## config.mk

```make
export PLATFORM = sky130hd
export DESIGN_NAME = muldiv_unit
export DESIGN_NICKNAME = d
export VERILOG_FILES = /design/src/rtl/muldiv_pkg.sv /design/src/rtl/muldiv_unit.sv
export SDC_FILE = /design/constraint.sdc
export NUM_CORES = 1
export LEC_CHECK = 0
export BUFFER_PORTS_ARGS = -buffer_cell sky130_fd_sc_hd__buf_2
export CORE_ASPECT_RATIO = 0.75
export CORE_MARGIN = 2
export CORE_UTILIZATION = 28
export DETAILED_ROUTE_END_ITERATION = 10
export PLACE_DENSITY = 0.43
export SLEW_MARGIN = 10
export SYNTH_ARGS = -nofsm -noshare
export SYNTH_HDL_FRONTEND = slang
export SYNTH_SLANG_ARGS = --single-unit
```

## constraint.sdc

```tcl
create_clock -name clk -period 16.75 [get_ports clk]
set_input_delay 1.675 -clock clk [delete_from_list [all_inputs] [get_ports clk]]
set_output_delay 1.675 -clock clk [all_outputs]
set_load 0.02 [all_outputs]
```

## src/rtl/muldiv_pkg.sv

```systemverilog
// Shared types and constants for the RV32M multiply/divide unit.
package muldiv_pkg;

    typedef enum logic [2:0] {
        OP_MUL    = 3'b000,
        OP_MULH   = 3'b001,
        OP_MULHSU = 3'b010,
        OP_MULHU  = 3'b011,
        OP_DIV    = 3'b100,
        OP_DIVU   = 3'b101,
        OP_REM    = 3'b110,
        OP_REMU   = 3'b111
    } muldiv_op_t;

    typedef enum logic [1:0] {
        S_IDLE = 2'd0,
        S_MUL  = 2'd1,
        S_DIV  = 2'd2,
        S_DONE = 2'd3
    } muldiv_state_t;

    localparam logic [31:0] DIV_ZERO_Q = 32'hFFFF_FFFF;
    localparam logic [31:0] INT_MIN    = 32'h8000_0000;

endpackage

```

## src/rtl/muldiv_unit.sv

```systemverilog
// Iterative RV32M multiply/divide: 32-step radix-2 shift-add / restoring divide on magnitudes.
// Divide-by-zero and signed overflow resolve in one cycle; start is ignored while busy.
import muldiv_pkg::*;

module muldiv_unit #(
    parameter int XLEN = 32
) (
    input  logic            clk,
    input  logic            reset,
    input  logic            start,
    input  logic [2:0]      funct3,
    input  logic [4:0]      rd_in,
    input  logic [XLEN-1:0] rs1_val,
    input  logic [XLEN-1:0] rs2_val,
    output logic            busy,
    output logic            done,
    output logic [XLEN-1:0] result,
    output logic [4:0]      rd_out,
    output logic            wb_en
);

    muldiv_state_t   state_q;
    muldiv_op_t      op_q;
    logic [4:0]      cnt_q;
    logic [4:0]      rd_q;
    logic [2*XLEN-1:0] acc_q;
    logic [XLEN-1:0] m_q;
    logic            a_neg_q, b_neg_q;
    logic [XLEN-1:0] result_q;

    muldiv_op_t      op_in;
    logic            sa, sb, a_neg, b_neg, div_zero, div_ovf;
    logic [XLEN-1:0] a_mag, b_mag;
    logic [XLEN:0]   mul_sum, div_r, div_diff;
    logic [2*XLEN-1:0] step, prod;
    logic [XLEN-1:0] quot, rem, fin_res;

    always_comb begin
        op_in    = muldiv_op_t'(funct3);
        sa       = (op_in == OP_MUL) || (op_in == OP_MULH) || (op_in == OP_MULHSU) ||
                   (op_in == OP_DIV) || (op_in == OP_REM);
        sb       = (op_in == OP_MUL) || (op_in == OP_MULH) ||
                   (op_in == OP_DIV) || (op_in == OP_REM);
        a_neg    = sa && rs1_val[XLEN-1];
        b_neg    = sb && rs2_val[XLEN-1];
        a_mag    = a_neg ? -rs1_val : rs1_val;
        b_mag    = b_neg ? -rs2_val : rs2_val;
        div_zero = funct3[2] && (rs2_val == '0);
        div_ovf  = funct3[2] && !funct3[0] && (rs1_val == INT_MIN) && (rs2_val == '1);

        // Multiply: low half holds the multiplier and drains out as the product shifts in.
        mul_sum  = {1'b0, acc_q[2*XLEN-1:XLEN]} + (acc_q[0] ? {1'b0, m_q} : '0);
        // Divide: high half is the partial remainder, low half dividend bits becoming quotient.
        div_r    = {acc_q[2*XLEN-1:XLEN], acc_q[XLEN-1]};
        div_diff = div_r - {1'b0, m_q};
        if (state_q == S_MUL)
            step = {mul_sum, acc_q[XLEN-1:1]};
        else if (!div_diff[XLEN])
            step = {div_diff[XLEN-1:0], acc_q[XLEN-2:0], 1'b1};
        else
            step = {div_r[XLEN-1:0], acc_q[XLEN-2:0], 1'b0};

        prod = (a_neg_q ^ b_neg_q) ? -step : step;
        quot = (a_neg_q ^ b_neg_q) ? -step[XLEN-1:0] : step[XLEN-1:0];
        rem  = a_neg_q ? -step[2*XLEN-1:XLEN] : step[2*XLEN-1:XLEN];
        case (op_q)
            OP_MUL:                   fin_res = prod[XLEN-1:0];
            OP_MULH, OP_MULHSU,
            OP_MULHU:                 fin_res = prod[2*XLEN-1:XLEN];
            OP_DIV, OP_DIVU:          fin_res = quot;
            default:                  fin_res = rem;
        endcase
    end

    always_ff @(posedge clk) begin
        if (reset) begin
            state_q  <= S_IDLE;
            op_q     <= OP_MUL;
            cnt_q    <= '0;
            rd_q     <= '0;
            acc_q    <= '0;
            m_q      <= '0;
            a_neg_q  <= 1'b0;
            b_neg_q  <= 1'b0;
            result_q <= '0;
        end else begin
            case (state_q)
                S_IDLE: if (start) begin
                    op_q    <= op_in;
                    rd_q    <= rd_in;
                    cnt_q   <= '0;
                    a_neg_q <= a_neg;
                    b_neg_q <= b_neg;
                    if (div_zero) begin
                        result_q <= funct3[1] ? rs1_val : DIV_ZERO_Q;
                        state_q  <= S_DONE;
                    end else if (div_ovf) begin
                        result_q <= funct3[1] ? '0 : INT_MIN;
                        state_q  <= S_DONE;
                    end else if (funct3[2]) begin
                        acc_q   <= {{XLEN{1'b0}}, a_mag};
                        m_q     <= b_mag;
                        state_q <= S_DIV;
                    end else begin
                        acc_q   <= {{XLEN{1'b0}}, b_mag};
                        m_q     <= a_mag;
                        state_q <= S_MUL;
                    end
                end
                S_MUL, S_DIV: begin
                    acc_q <= step;
                    cnt_q <= cnt_q + 5'd1;
                    if (cnt_q == 5'd31) begin
                        result_q <= fin_res;
                        state_q  <= S_DONE;
                    end
                end
                default: state_q <= S_IDLE;
            endcase
        end
    end

    assign busy   = (state_q != S_IDLE);
    assign done   = (state_q == S_DONE);
    assign result = result_q;
    assign rd_out = rd_q;
    assign wb_en  = done && (rd_q != 5'd0);

endmodule

```

==> summary.txt <==
ROUTING
------------------------------------------------------------------------------------
Number of iterations in the first detailed-routing pass ...............            6
DR DRC count ..........................................................            0
Drt initial violations ................................................         2241
Antenna Nets Post-Route ...............................................            0
Average vias per placed instance ......................................         5.94
Average routed wire per standard cell .................................      25.9 um
Total number of vias ..................................................        18600
Total routed wirelength ...............................................     81200 um

PLACED DESIGN
------------------------------------------------------------------------------------
Weighted congestion at the end of routability-driven global placement .        0.963
Detail Placement HPWL .................................................     63000 um
Port bufs .............................................................          114
Worst slack, placed ...................................................      9.99 ns

CELLS AND AREA
------------------------------------------------------------------------------------
Net count reported at finish ..........................................         2490
Share of layout cells above drive strength 1 ..........................        10.0%
Multi-input logic area ................................................    12400 um2
Number of inserted filler cells in the final layout ...................         6222
ANT cells .............................................................            0
Syn-to-layout area delta ..............................................        11.5%
Area used by sequential logic in the layout ...........................     2900 um2

JOB
------------------------------------------------------------------------------------
Max-Cap Viols .........................................................            0

WORST SETUP PATH
------------------------------------------------------------------------------------
Critical path, cell by cell ........................................... inv_1, ha_1, inv_1, fa_1, nand3_1, a21oi_1, o2111ai_1, a21oi_2, o211ai_2, buf_4, nor2_1, a21oi_1, ha_1, nand4b_1, nor4_1, nand3_1, or4_1, or3_1, o31ai_1, mux2i_1, nand3_1
Worst stage delay on the critical path ................................      0.58 ns
Critical path capture point type ......................................    flip-flop
Critical Setup Path Class .............................................      reg2reg
Most frequent CP cell .................................................      nand3_1
Maximum fanout count along the critical path ..........................           30
Data arrival time of the worst path ...................................      6.92 ns
Type of origin of the critical path ...................................    flip-flop
Slowest stage cell on the critical path ...............................    o2111ai_1
Worst Path Required ...................................................     17.10 ns

CLOCKING
------------------------------------------------------------------------------------
Clock latency of the later-clocked register in the worst-skew pair ....      0.46 ns
CTS clk-pin slew, worst paths .........................................      0.07 ns
TritonCTS clock tree ..................................................         done
Number of resized instances in the post-cts repair step ...............            0
Maximum root-to-sink buffer count .....................................            2
Clk root buf ..........................................................    clkbuf_16
Inserted Clock Buffers ................................................           17
Clock net sink count ..................................................          145
Number of buffers added to fix hold violations after cts ..............            0
Count of H-tree levels built during CTS ...............................            4
Setup repair bufs after CTS ...........................................            0

SYNTHESIS
------------------------------------------------------------------------------------
Post-synth design cell area ...........................................    16100 um2
Post-Syn Instances ....................................................         2321
Dominant register cell in the synthesized netlist .....................      dfxtp_1
Number of distinct library cells after synthesis ......................           93
Fraction of the yosys area taken by sequential cells ..................        18.0%
Count of flip-flops with a built-in enable after synthesis ............            0
Async set-or-reset flop fraction in the synthesized netlist ...........           0%
Register bit count reported by yosys ..................................          145
Syn_area_per_cell .....................................................     6.93 um2
Total nets after synthesis ............................................         2472
Warning count from the yosys run ......................................            0

GLOBAL ROUTING
------------------------------------------------------------------------------------
GRT overflow ..........................................................            0
All-Layer GR Usage ....................................................        26.9%
Maximum number of pins on one net before global-route repair ..........           78
Number of global-route vias before repair .............................        17000
Antenna violations before repair ......................................            0
First-pass GRT wire length ............................................    118000 um

POWER
------------------------------------------------------------------------------------
Worst-case vdd ir drop ................................................      81.6 uV
Static power due to leakage ...........................................      6.96 nW
Power Dens Cells ......................................................   144 nW/um2

STA
------------------------------------------------------------------------------------
Final worst-path setup slack ..........................................     10.18 ns
Period utilisation layout .............................................        39.2%
Final worst path period need ..........................................      6.57 ns
Setup TNS .............................................................         0 ns
Worst Clk Skew ........................................................    0.0156 ns
Max-slew violation total from the final report ........................            0
Achievable clock frequency ............................................      152 MHz
Final Setup Violations ................................................            0
Final count of hold timing violations .................................            0
Actual slew at the worst max-slew pin .................................      1.21 ns
Unrepaired setup endpoints after global routing .......................           no
Max_slew headroom .....................................................        18.5%

DIE
------------------------------------------------------------------------------------
Overall die area ......................................................    59400 um2
Y dimension of the die ................................................       212 um
Initial standard-cell utilization of the core .........................        28.2%
Site row count ........................................................           76
Die boundary width ....................................................       281 um
# IOs .................................................................          115
Core area .............................................................    57100 um2

OUTCOME
------------------------------------------------------------------------------------
Outcome ............................................................... complete, no violations

HOLD PATH
------------------------------------------------------------------------------------
HP Class ..............................................................      reg2reg

[logic make-up (layout without fill, tap and decap cells)]
kind of cell,count (synthesis),count (layout),synth area share [%]
AOI/OAI and AO/OA,747,747,30.6
xor gates and xnor gates,142,142,7.73
adders and majority gates,76,76,6.00
buffers and inverters,225,255,5.53
DFF,145,145,18.0
muxes,70,70,4.49
and+or+nand+nor,916,916,27.7
[placed cells by master (no fill, tap or decap), types with 32 or more instances in the layout]
cell,instances
a21oi_1,233
and2_1,54
inv_1,67
nand3_1,63
nor3_1,72
buf_4,42
xnor2_1,86
a21o_1,32
and3_1,32
o211ai_1,35
a211oi_1,48
xor2_1,55
mux2i_1,62
ha_1,72
nor2_1,235
nand2_1,270
buf_2,113
o21ai_0,126
dfxtp_1,145
[per-layer routing]
layer / part of all wire, % / track usage [%] / up-vias
li1: - / - / 8585
met1: 50 / 42.3 / 9029
met2: 39 / 36.5 / 921
met3: 10 / 6.42 / 64
met4: 1.2 / 4.48 / 0
met5: 0 / 0 / -
[worst paths after layout]
kind	startpoint	endpoint	depth (start not counted)	slack, ns
min	result[24]$_SDFFE_PP0P_	result[24]$_SDFFE_PP0P_	2	0.45
max reg2reg	acc_q[31]$_SDFFE_PP0P_	result[24]$_SDFFE_PP0P_	21	10.18
max	acc_q[31]$_SDFFE_PP0P_	result[24]$_SDFFE_PP0P_	21	10.18
min reg2reg	result[24]$_SDFFE_PP0P_	result[24]$_SDFFE_PP0P_	2	0.45
[synthesized netlist by cell type, types with 32 or more instances]
cell / number / area (um2)
nor3_1: 72 / 360
clkbuf_1: 125 / 469
a211oi_1: 49 / 368
o211ai_1: 35 / 263
o21ai_0: 126 / 631
ha_1: 74 / 926
dfxtp_1: 145 / 2900
xnor2_1: 87 / 762
and2_1: 54 / 338
a21o_1: 32 / 240
nand2_1: 270 / 1010
a21oi_1: 234 / 1170
nor2_1: 235 / 882
inv_1: 67 / 251
and3_1: 32 / 200
mux2i_1: 62 / 621
xor2_1: 55 / 482
nand3_1: 63 / 315
[registers in the layout, summed over array words and instances (netlist names)]
name / cells
a_neg_q: 1
state_q: 2
m_q: 32
b_neg_q: 1
op_q: 3
result: 32
rd_out: 5
acc_q: 64
cnt_q: 5
[stage by stage]
step                cell area, um2  utilization [%]  std cells  power, mW  hold WS, ns
floorplan                    16100                -       2321       1.53        0.436
global placement             17400             30.4       3100       2.15        0.437
detailed placement           17400             30.4       3100       2.13        0.435
CTS                          17900             31.4       3131       2.53        0.452
global route                 17900             31.4       3131       2.71        0.488
finish                       17900             31.4       3131       2.58        0.447
[area by class of cell]
| class | count | area share, % |
|---|---|---|
| clock buffers | 20 | 2.49 |
| flip-flops and latches | 145 | 16.2 |
| repair buffers | 155 | 4.91 |
| clock inverters | 11 | 0.614 |
| multi-input cells | 1951 | 68.9 |
| inverters | 69 | 1.44 |
| well taps | 780 | 5.44 |
[report_power, final]
part	internal (mW)	switching, mW
registers	0.399	0.0613
logic	0.522	1.21
clock network	0.209	0.184
[critical path, delay by kind of cell, from the launching register on]
family	cells	cell delay, ns
muxes	1	0.24
buffers and inverters	3	0.52
and+or+nand+nor	8	2.22
AOI/OAI and AO/OA	6	2.11
adders and majority gates	3	1.00
DFF	1	0.35
Power figures use the tool's default switching activity.
